### src/rtl/alu_seq.sv
// alu_seq: handshaked ALU with a one-deep result register.
// Single-cycle ops present their result on the cycle after accept.
// Optional iterative multiplier is compiled only when ALU_MUL_EN is defined.
module alu_seq #(
  parameter int N    = 8,
  parameter int NSel = 6
) (
  input  logic            i_clock,
  input  logic            i_reset,
  input  logic            i_valid,
  output logic            o_ready,
  input  logic [N-1:0]    i_alu_A,
  input  logic [N-1:0]    i_alu_B,
  input  logic [NSel-1:0] i_alu_Op,
  output logic            o_valid,
  input  logic            i_ready,
  output logic [N-1:0]    o_alu_Result,
  output logic            o_zero,
  output logic            o_negative,
  output logic            o_carry,
  output logic            o_overflow,
  output logic            o_invalid
);

  localparam logic [NSel-1:0] OP_ADD = NSel'(6'b100000);
  localparam logic [NSel-1:0] OP_SUB = NSel'(6'b100010);
  localparam logic [NSel-1:0] OP_AND = NSel'(6'b100100);
  localparam logic [NSel-1:0] OP_OR  = NSel'(6'b100101);
  localparam logic [NSel-1:0] OP_XOR = NSel'(6'b100110);
  localparam logic [NSel-1:0] OP_NOR = NSel'(6'b100111);
  localparam logic [NSel-1:0] OP_SRL = NSel'(6'b000010);
  localparam logic [NSel-1:0] OP_SRA = NSel'(6'b000011);
  localparam logic [NSel-1:0] OP_SLL = NSel'(6'b000000);
`ifdef ALU_MUL_EN
  localparam logic [NSel-1:0] OP_MUL = NSel'(6'b011000);
  localparam int              CNT_W  = $clog2(N);
  localparam logic [CNT_W-1:0] CNT_LAST = CNT_W'(N - 1);
`endif
  // Shift amounts at or above this value shift everything out.
  localparam logic [N-1:0] SHIFT_LIMIT = N'(N);

  typedef enum logic [1:0] {
    ST_IDLE = 2'd0,
    ST_BUSY = 2'd1,
    ST_DONE = 2'd2
  } state_t;

  state_t         state_r;
  state_t         state_nxt_s;
  logic           ready_s;
  logic           accept_s;
  logic           is_mul_s;
  logic           mul_last_s;

  logic [N:0]     add_s;
  logic [N:0]     sub_s;
  logic [N-1:0]   alu_res_s;
  logic           alu_zero_s;
  logic           alu_neg_s;
  logic           alu_carry_s;
  logic           alu_ovf_s;
  logic           alu_inv_s;
  logic           op_known_s;

  logic [N-1:0]   result_r;
  logic           zero_r;
  logic           neg_r;
  logic           carry_r;
  logic           ovf_r;
  logic           inv_r;

`ifdef ALU_MUL_EN
  logic [2*N-1:0] mcand_r;
  logic [N-1:0]   mplier_r;
  logic [2*N-1:0] prod_r;
  logic [2*N-1:0] prod_nxt_s;
  logic [CNT_W-1:0] cnt_r;

  assign is_mul_s   = (i_alu_Op == OP_MUL);
  assign mul_last_s = (state_r == ST_BUSY) && (cnt_r == CNT_LAST);

  // Next partial sum: add the shifted multiplicand when the current multiplier bit is set.
  always_comb begin
    if (mplier_r[0]) begin
      prod_nxt_s = prod_r + mcand_r;
    end else begin
      prod_nxt_s = prod_r;
    end
  end

  // Shift-add multiplier datapath: load on accept, one partial product per BUSY cycle.
  always_ff @(posedge i_clock or posedge i_reset) begin
    if (i_reset) begin
      mcand_r  <= {(2*N){1'b0}};
      mplier_r <= {N{1'b0}};
      prod_r   <= {(2*N){1'b0}};
      cnt_r    <= {CNT_W{1'b0}};
    end else if (accept_s && is_mul_s) begin
      mcand_r  <= {{N{1'b0}}, i_alu_A};
      mplier_r <= i_alu_B;
      prod_r   <= {(2*N){1'b0}};
      cnt_r    <= {CNT_W{1'b0}};
    end else if (state_r == ST_BUSY) begin
      mcand_r  <= {mcand_r[2*N-2:0], 1'b0};
      mplier_r <= {1'b0, mplier_r[N-1:1]};
      prod_r   <= prod_nxt_s;
      cnt_r    <= cnt_r + CNT_W'(1);
    end
  end
`else
  assign is_mul_s   = 1'b0;
  assign mul_last_s = 1'b0;
`endif

  // Single-cycle ALU: result and flags straight from the presented operands.
  always_comb begin
    add_s       = {1'b0, i_alu_A} + {1'b0, i_alu_B};
    sub_s       = {1'b0, i_alu_A} - {1'b0, i_alu_B};
    alu_res_s   = {N{1'b0}};
    alu_carry_s = 1'b0;
    alu_ovf_s   = 1'b0;
    alu_inv_s   = 1'b0;
    op_known_s  = 1'b1;
    case (i_alu_Op)
      OP_ADD: begin
        alu_res_s   = add_s[N-1:0];
        alu_carry_s = add_s[N];
        alu_ovf_s   = (i_alu_A[N-1] == i_alu_B[N-1]) && (add_s[N-1] != i_alu_A[N-1]);
      end
      OP_SUB: begin
        alu_res_s   = sub_s[N-1:0];
        alu_carry_s = ~sub_s[N];
        alu_ovf_s   = (i_alu_A[N-1] != i_alu_B[N-1]) && (sub_s[N-1] != i_alu_A[N-1]);
      end
      OP_AND: alu_res_s = i_alu_A & i_alu_B;
      OP_OR:  alu_res_s = i_alu_A | i_alu_B;
      OP_XOR: alu_res_s = i_alu_A ^ i_alu_B;
      OP_NOR: alu_res_s = ~(i_alu_A | i_alu_B);
      OP_SRL: begin
        if (i_alu_B >= SHIFT_LIMIT) begin
          alu_res_s = {N{1'b0}};
        end else begin
          alu_res_s = i_alu_A >> i_alu_B;
        end
      end
      OP_SRA: begin
        if (i_alu_B >= SHIFT_LIMIT) begin
          alu_res_s = {N{i_alu_A[N-1]}};
        end else begin
          alu_res_s = $signed(i_alu_A) >>> i_alu_B;
        end
      end
      OP_SLL: begin
        if (i_alu_B >= SHIFT_LIMIT) begin
          alu_res_s = {N{1'b0}};
        end else begin
          alu_res_s = i_alu_A << i_alu_B;
        end
      end
`ifdef ALU_MUL_EN
      OP_MUL: alu_res_s = {N{1'b0}};
`endif
      default: begin
        alu_inv_s  = 1'b1;
        op_known_s = 1'b0;
      end
    endcase
    alu_zero_s = op_known_s && (alu_res_s == {N{1'b0}});
    alu_neg_s  = op_known_s && alu_res_s[N-1];
  end

  // Handshake and next-state decode.
  always_comb begin
    ready_s     = 1'b0;
    state_nxt_s = state_r;
    case (state_r)
      ST_IDLE: ready_s = 1'b1;
      ST_DONE: ready_s = i_ready;
      ST_BUSY: ready_s = 1'b0;
      default: ready_s = 1'b0;
    endcase
    accept_s = i_valid && ready_s;
    case (state_r)
      ST_IDLE, ST_DONE: begin
        if (accept_s) begin
          if (is_mul_s) begin
            state_nxt_s = ST_BUSY;
          end else begin
            state_nxt_s = ST_DONE;
          end
        end else if ((state_r == ST_DONE) && i_ready) begin
          state_nxt_s = ST_IDLE;
        end else begin
          state_nxt_s = state_r;
        end
      end
      ST_BUSY: begin
        if (mul_last_s) begin
          state_nxt_s = ST_DONE;
        end else begin
          state_nxt_s = ST_BUSY;
        end
      end
      default: state_nxt_s = ST_IDLE;
    endcase
  end

  // State register.
  always_ff @(posedge i_clock or posedge i_reset) begin
    if (i_reset) begin
      state_r <= ST_IDLE;
    end else begin
      state_r <= state_nxt_s;
    end
  end

  // Result/flag register: loads on single-cycle accept or multiply completion, otherwise holds.
  always_ff @(posedge i_clock or posedge i_reset) begin
    if (i_reset) begin
      result_r <= {N{1'b0}};
      zero_r   <= 1'b0;
      neg_r    <= 1'b0;
      carry_r  <= 1'b0;
      ovf_r    <= 1'b0;
      inv_r    <= 1'b0;
    end else if (accept_s && !is_mul_s) begin
      result_r <= alu_res_s;
      zero_r   <= alu_zero_s;
      neg_r    <= alu_neg_s;
      carry_r  <= alu_carry_s;
      ovf_r    <= alu_ovf_s;
      inv_r    <= alu_inv_s;
`ifdef ALU_MUL_EN
    end else if (mul_last_s) begin
      result_r <= prod_nxt_s[N-1:0];
      zero_r   <= (prod_nxt_s[N-1:0] == {N{1'b0}});
      neg_r    <= prod_nxt_s[N-1];
      carry_r  <= 1'b0;
      ovf_r    <= |prod_nxt_s[2*N-1:N];
      inv_r    <= 1'b0;
`endif
    end
  end

  assign o_ready      = ready_s;
  assign o_valid      = (state_r == ST_DONE);
  assign o_alu_Result = result_r;
  assign o_zero       = zero_r;
  assign o_negative   = neg_r;
  assign o_carry      = carry_r;
  assign o_overflow   = ovf_r;
  assign o_invalid    = inv_r;

endmodule

### config.mk
export PLATFORM = sky130hd
export DESIGN_NAME = alu_seq
export DESIGN_NICKNAME = d
export VERILOG_FILES = /design/src/rtl/alu_seq.sv
export SDC_FILE = /design/constraint.sdc
export NUM_CORES = 1
export LEC_CHECK = 0
export BUFFER_PORTS_ARGS = -buffer_cell sky130_fd_sc_hd__buf_2
export CORE_MARGIN = 5
export CORE_UTILIZATION = 58
export DETAILED_ROUTE_END_ITERATION = 8
export PLACE_DENSITY = 0.89
export SYNTH_ARGS = -nofsm -noshare
export SYNTH_HDL_FRONTEND = slang
export SYNTH_SLANG_ARGS = --single-unit
export TNS_END_PERCENT = 30
### constraint.sdc
create_clock -name i_clock -period 2.6 [get_ports i_clock]
set_input_delay 0.13 -clock i_clock [delete_from_list [all_inputs] [get_ports i_clock]]
set_output_delay 0.13 -clock i_clock [all_outputs]
set_load 0.01 [all_outputs]
==> qor.csv <==
stage;metric;value;unit
status;status;completed;
synth;Post-Synthesis Cells;336;
timing;Tcrit/Tclk final;0.871;
global_route;first-pass GRT wire length;13.1;mm
floorplanning;chip height;76.7;um
cts;clk_lat worst skew;0.24;ns
timing;Fin Setup TNS;0;ns
route;WL/cell;18.1;um
floorplanning;Rows;24;
hold_path;Hold Crit Class;input pin to flip-flop;
route;Post-DRT Antenna Nets;0;
route;metal3 WL;867;um
power_and_ir_drop;pwr dens;281;mW/mm^2
route;Metal-1 WL;3.25;mm
timing;final number of setup-violating endpoints;0;
synth;Ys Warns;0;
synth;ys flop type;dfrtp_1;
synth;commonest cells in the netlist;34 x nand2_1, 30 x nor2_1, 24 x ha_1, 23 x inv_1, 22 x o21ai_0;
cts;CTS H-tree depth;1;
finish;final cell count without fillers;435;
cts;Max clock buf depth;2;
timing;worst relative slew slack;0.581;
synth;asr flop ratio synth;1.00;
place;global placement routability congestion;1.01;
synth;Yosys top cell area share;0.145;
power_and_ir_drop;total power;0.836;mW
global_route;antenna violations before repair;0;
synth;syn_nets;388;
route;1st-iter DRT viols;336;
global_route;gr ovfl total;0;
route;final wirelength;7.89;mm
setup_path;WS Path Type;input pin to flip-flop;
finish;P&R area growth vs syn;15.3;%
hold_path;Hold Startpoint;i_valid;
floorplanning;DIE AREA;0.00589;mm^2
synth;Yosys cell types;64;
cts;CTS clk-pin slew, worst paths;0.05;ns
floorplanning;core area;0.00432;mm^2
global_route;GRT Resource Usage Total;0.267;
cts;Clock Sinks;15;
finish;ratio of cells with drive above 1 in the final layout;0.214;
timing;Peak Freq;0.442;GHz
synth;Synth area leader;dfrtp_1;
setup_path;R2R Path Start;state_r[1];
route;first drt pass iteration count;5;
setup_path;Setup crit end kind;flip-flop;
place;DP Cell Count;430;
finish;Final nets;436;
route;DRC violations left;0;
cts;post-CTS resize count;0;
synth;syn avg cell area;7.69;um^2
timing;RSZ-0062 raised after global routing;false;
route;routed wl met2;3.44;mm
setup_path;critical path startpoint category;input pin;
place;post-detail-place hpwl;6.37;mm
power_and_ir_drop;sw power;0.320;mW
cts;setup bufs post-CTS;0;
timing;Final Max Slew Viols;0;
route;top layer used by detailed routing;met4;
timing;shortest period the worst path allows;2.26;ns
global_route;largest net degree at the start of global routing;26;
setup_path;R2R Setup Slk;0.47;ns
setup_path;critical path peak fanout;13;
place;# port buffers;40;
floorplanning;die width;76.7;um
route;vias;2865;
cts;TritonCTS clock tree;built;
power_and_ir_drop;sequential power share;0.294;
synth;synthesized area;0.00258;mm^2
synth;most common cell in the netlist;nand2_1;
setup_path;WP data required;2.73;ns
power_and_ir_drop;Pint;0.516;mW
timing;Worst Tran Pin Value;0.613;ns
power_and_ir_drop;sw frac;0.383;
synth;top cells by area, synth;dfrtp_1 15%, ha_1 12%, mux4_2 7.0%, nand2_1 4.9%, mux2i_1 4.7%;
power_and_ir_drop;clock share of power;0.213;
setup_path;CP startpoint;i_alu_B[0];
power_and_ir_drop;combinational fraction of design power;0.493;
route;drt via density;6.59;
cts;clock root cell;clkbuf_8;
floorplanning;# IOs;41;
global_route;vias in the first global route;2644;
power_and_ir_drop;IR drop worst, VDD;0.130;mV
setup_path;Crit path arrival time;2.39;ns
floorplanning;Initial Utilization;0.597;
timing;Final Hold Fails;0;
synth;FF+latch count, synth;15;
power_and_ir_drop;Leak Pwr;1.36;nW
finish;Diodes inserted;0;
synth;Post-synth EDFFs;0;
timing;Final Skew;0.000453;ns
job;max_cap viols;0;
cts;cts bufs inserted;3;
synth;post-synthesis sequential area ratio;0.145;
-- cell families (layout without fill, tap and decap cells) --
group | count (synthesis) | count (layout) | synth area share
simple gates | 117 | 117 | 0.224
compound gates | 103 | 103 | 0.276
buf+inv | 45 | 92 | 0.0703
fa+ha+maj | 26 | 26 | 0.132
mux | 23 | 23 | 0.129
flops | 15 | 15 | 0.145
xor+xnor | 7 | 7 | 0.0237
-- metal layers --
metal	GRT usage	vias to the layer above
met4	0.117	0
met1	0.372	1307
met3	0.0422	31
li1	-	1345
met5	0	-
met2	0.407	182
-- repair_timing --
action | CTS | global route
hold buffers | 1 | 0
endpoints found under the hold margin | 15 | 0
setup endpoints to repair | 0 | 0
-- worst max-delay path, cell delays in order --
cell and delay [ns]:
buf_2 0.19, ha_1 0.24, fa_1 0.40, o21bai_1 0.24, a221oi_1 0.12, o21bai_1 0.20, o22ai_1 0.12, xnor2_1 0.15
a211o_1 0.32, mux2_2 0.26
-- registers in the layout (all words and copies together) (netlist names) --
name and cells:
o_negative 1, o_overflow 1, o_invalid 1, o_zero 1, o_alu_Result 8, state_r 2
o_carry 1
-- power groups by stage --
stage | registers, mW | clock network [mW] | logic (mW)
2_1_floorplan | 0.253 | 0 | 0.262
3_3_place_gp | 0.249 | 0 | 0.393
3_5_place_dp | 0.250 | 0 | 0.399
4_1_cts | 0.246 | 0.182 | 0.402
5_1_grt | 0.247 | 0.204 | 0.449
6_report | 0.246 | 0.178 | 0.412
-- placed cells by master, fill, tap and decap left out, types with 5 or more instances in the layout --
cell	n
dfrtp_1	15
buf_2	40
o21a_1	5
nand2b_1	8
inv_1	23
mux2i_1	12
a31oi_1	5
nor2_1	30
ha_1	24
a21oi_1	16
nand2_1	34
a211oi_1	5
o211ai_1	12
mux4_2	8
buf_4	21
nand3_1	7
xnor2_1	5
o21ai_0	22
nor3_1	9
-- metrics by stage --
step | util | area (um^2) | hold slack (ns) | setup WS [ns]
6_report | 0.688 | 2980 | 0.166 | 0.336
5_1_grt | 0.688 | 2980 | 0.180 | 0.165
4_1_cts | 0.688 | 2980 | 0.158 | 0.407
3_5_place_dp | 0.676 | 2920 | 0.193 | 0.153
3_3_place_gp | 0.676 | 2920 | 0.190 | 0.201
2_1_floorplan | - | 2580 | 0.0315 | 0.0931
-- path summary, 6_finish.rpt --
| check | cells past startpoint | to |
|---|---|---|
| max | 10 | o_alu_Result[6] |
| min | 3 | state_r[1] |
| max reg2reg | 7 | o_zero |
| min reg2reg | 1 | state_r[0] |
| max in group asynchronous | 3 | o_alu_Result[1] |
| min in group asynchronous | 3 | state_r[0] |
-- final cells by class --
cell class                      instances  area, um^2
Clock buffer                            4        45.0
Fill cell                             377        1350
Inverter                               26        97.6
Multi-Input combinational cell        276        2030
Sequential cell                        15         375
Tap cell                               52        65.1
Timing Repair Buffer                   62         368
Note: power is estimated with default switching activity, not from simulation.
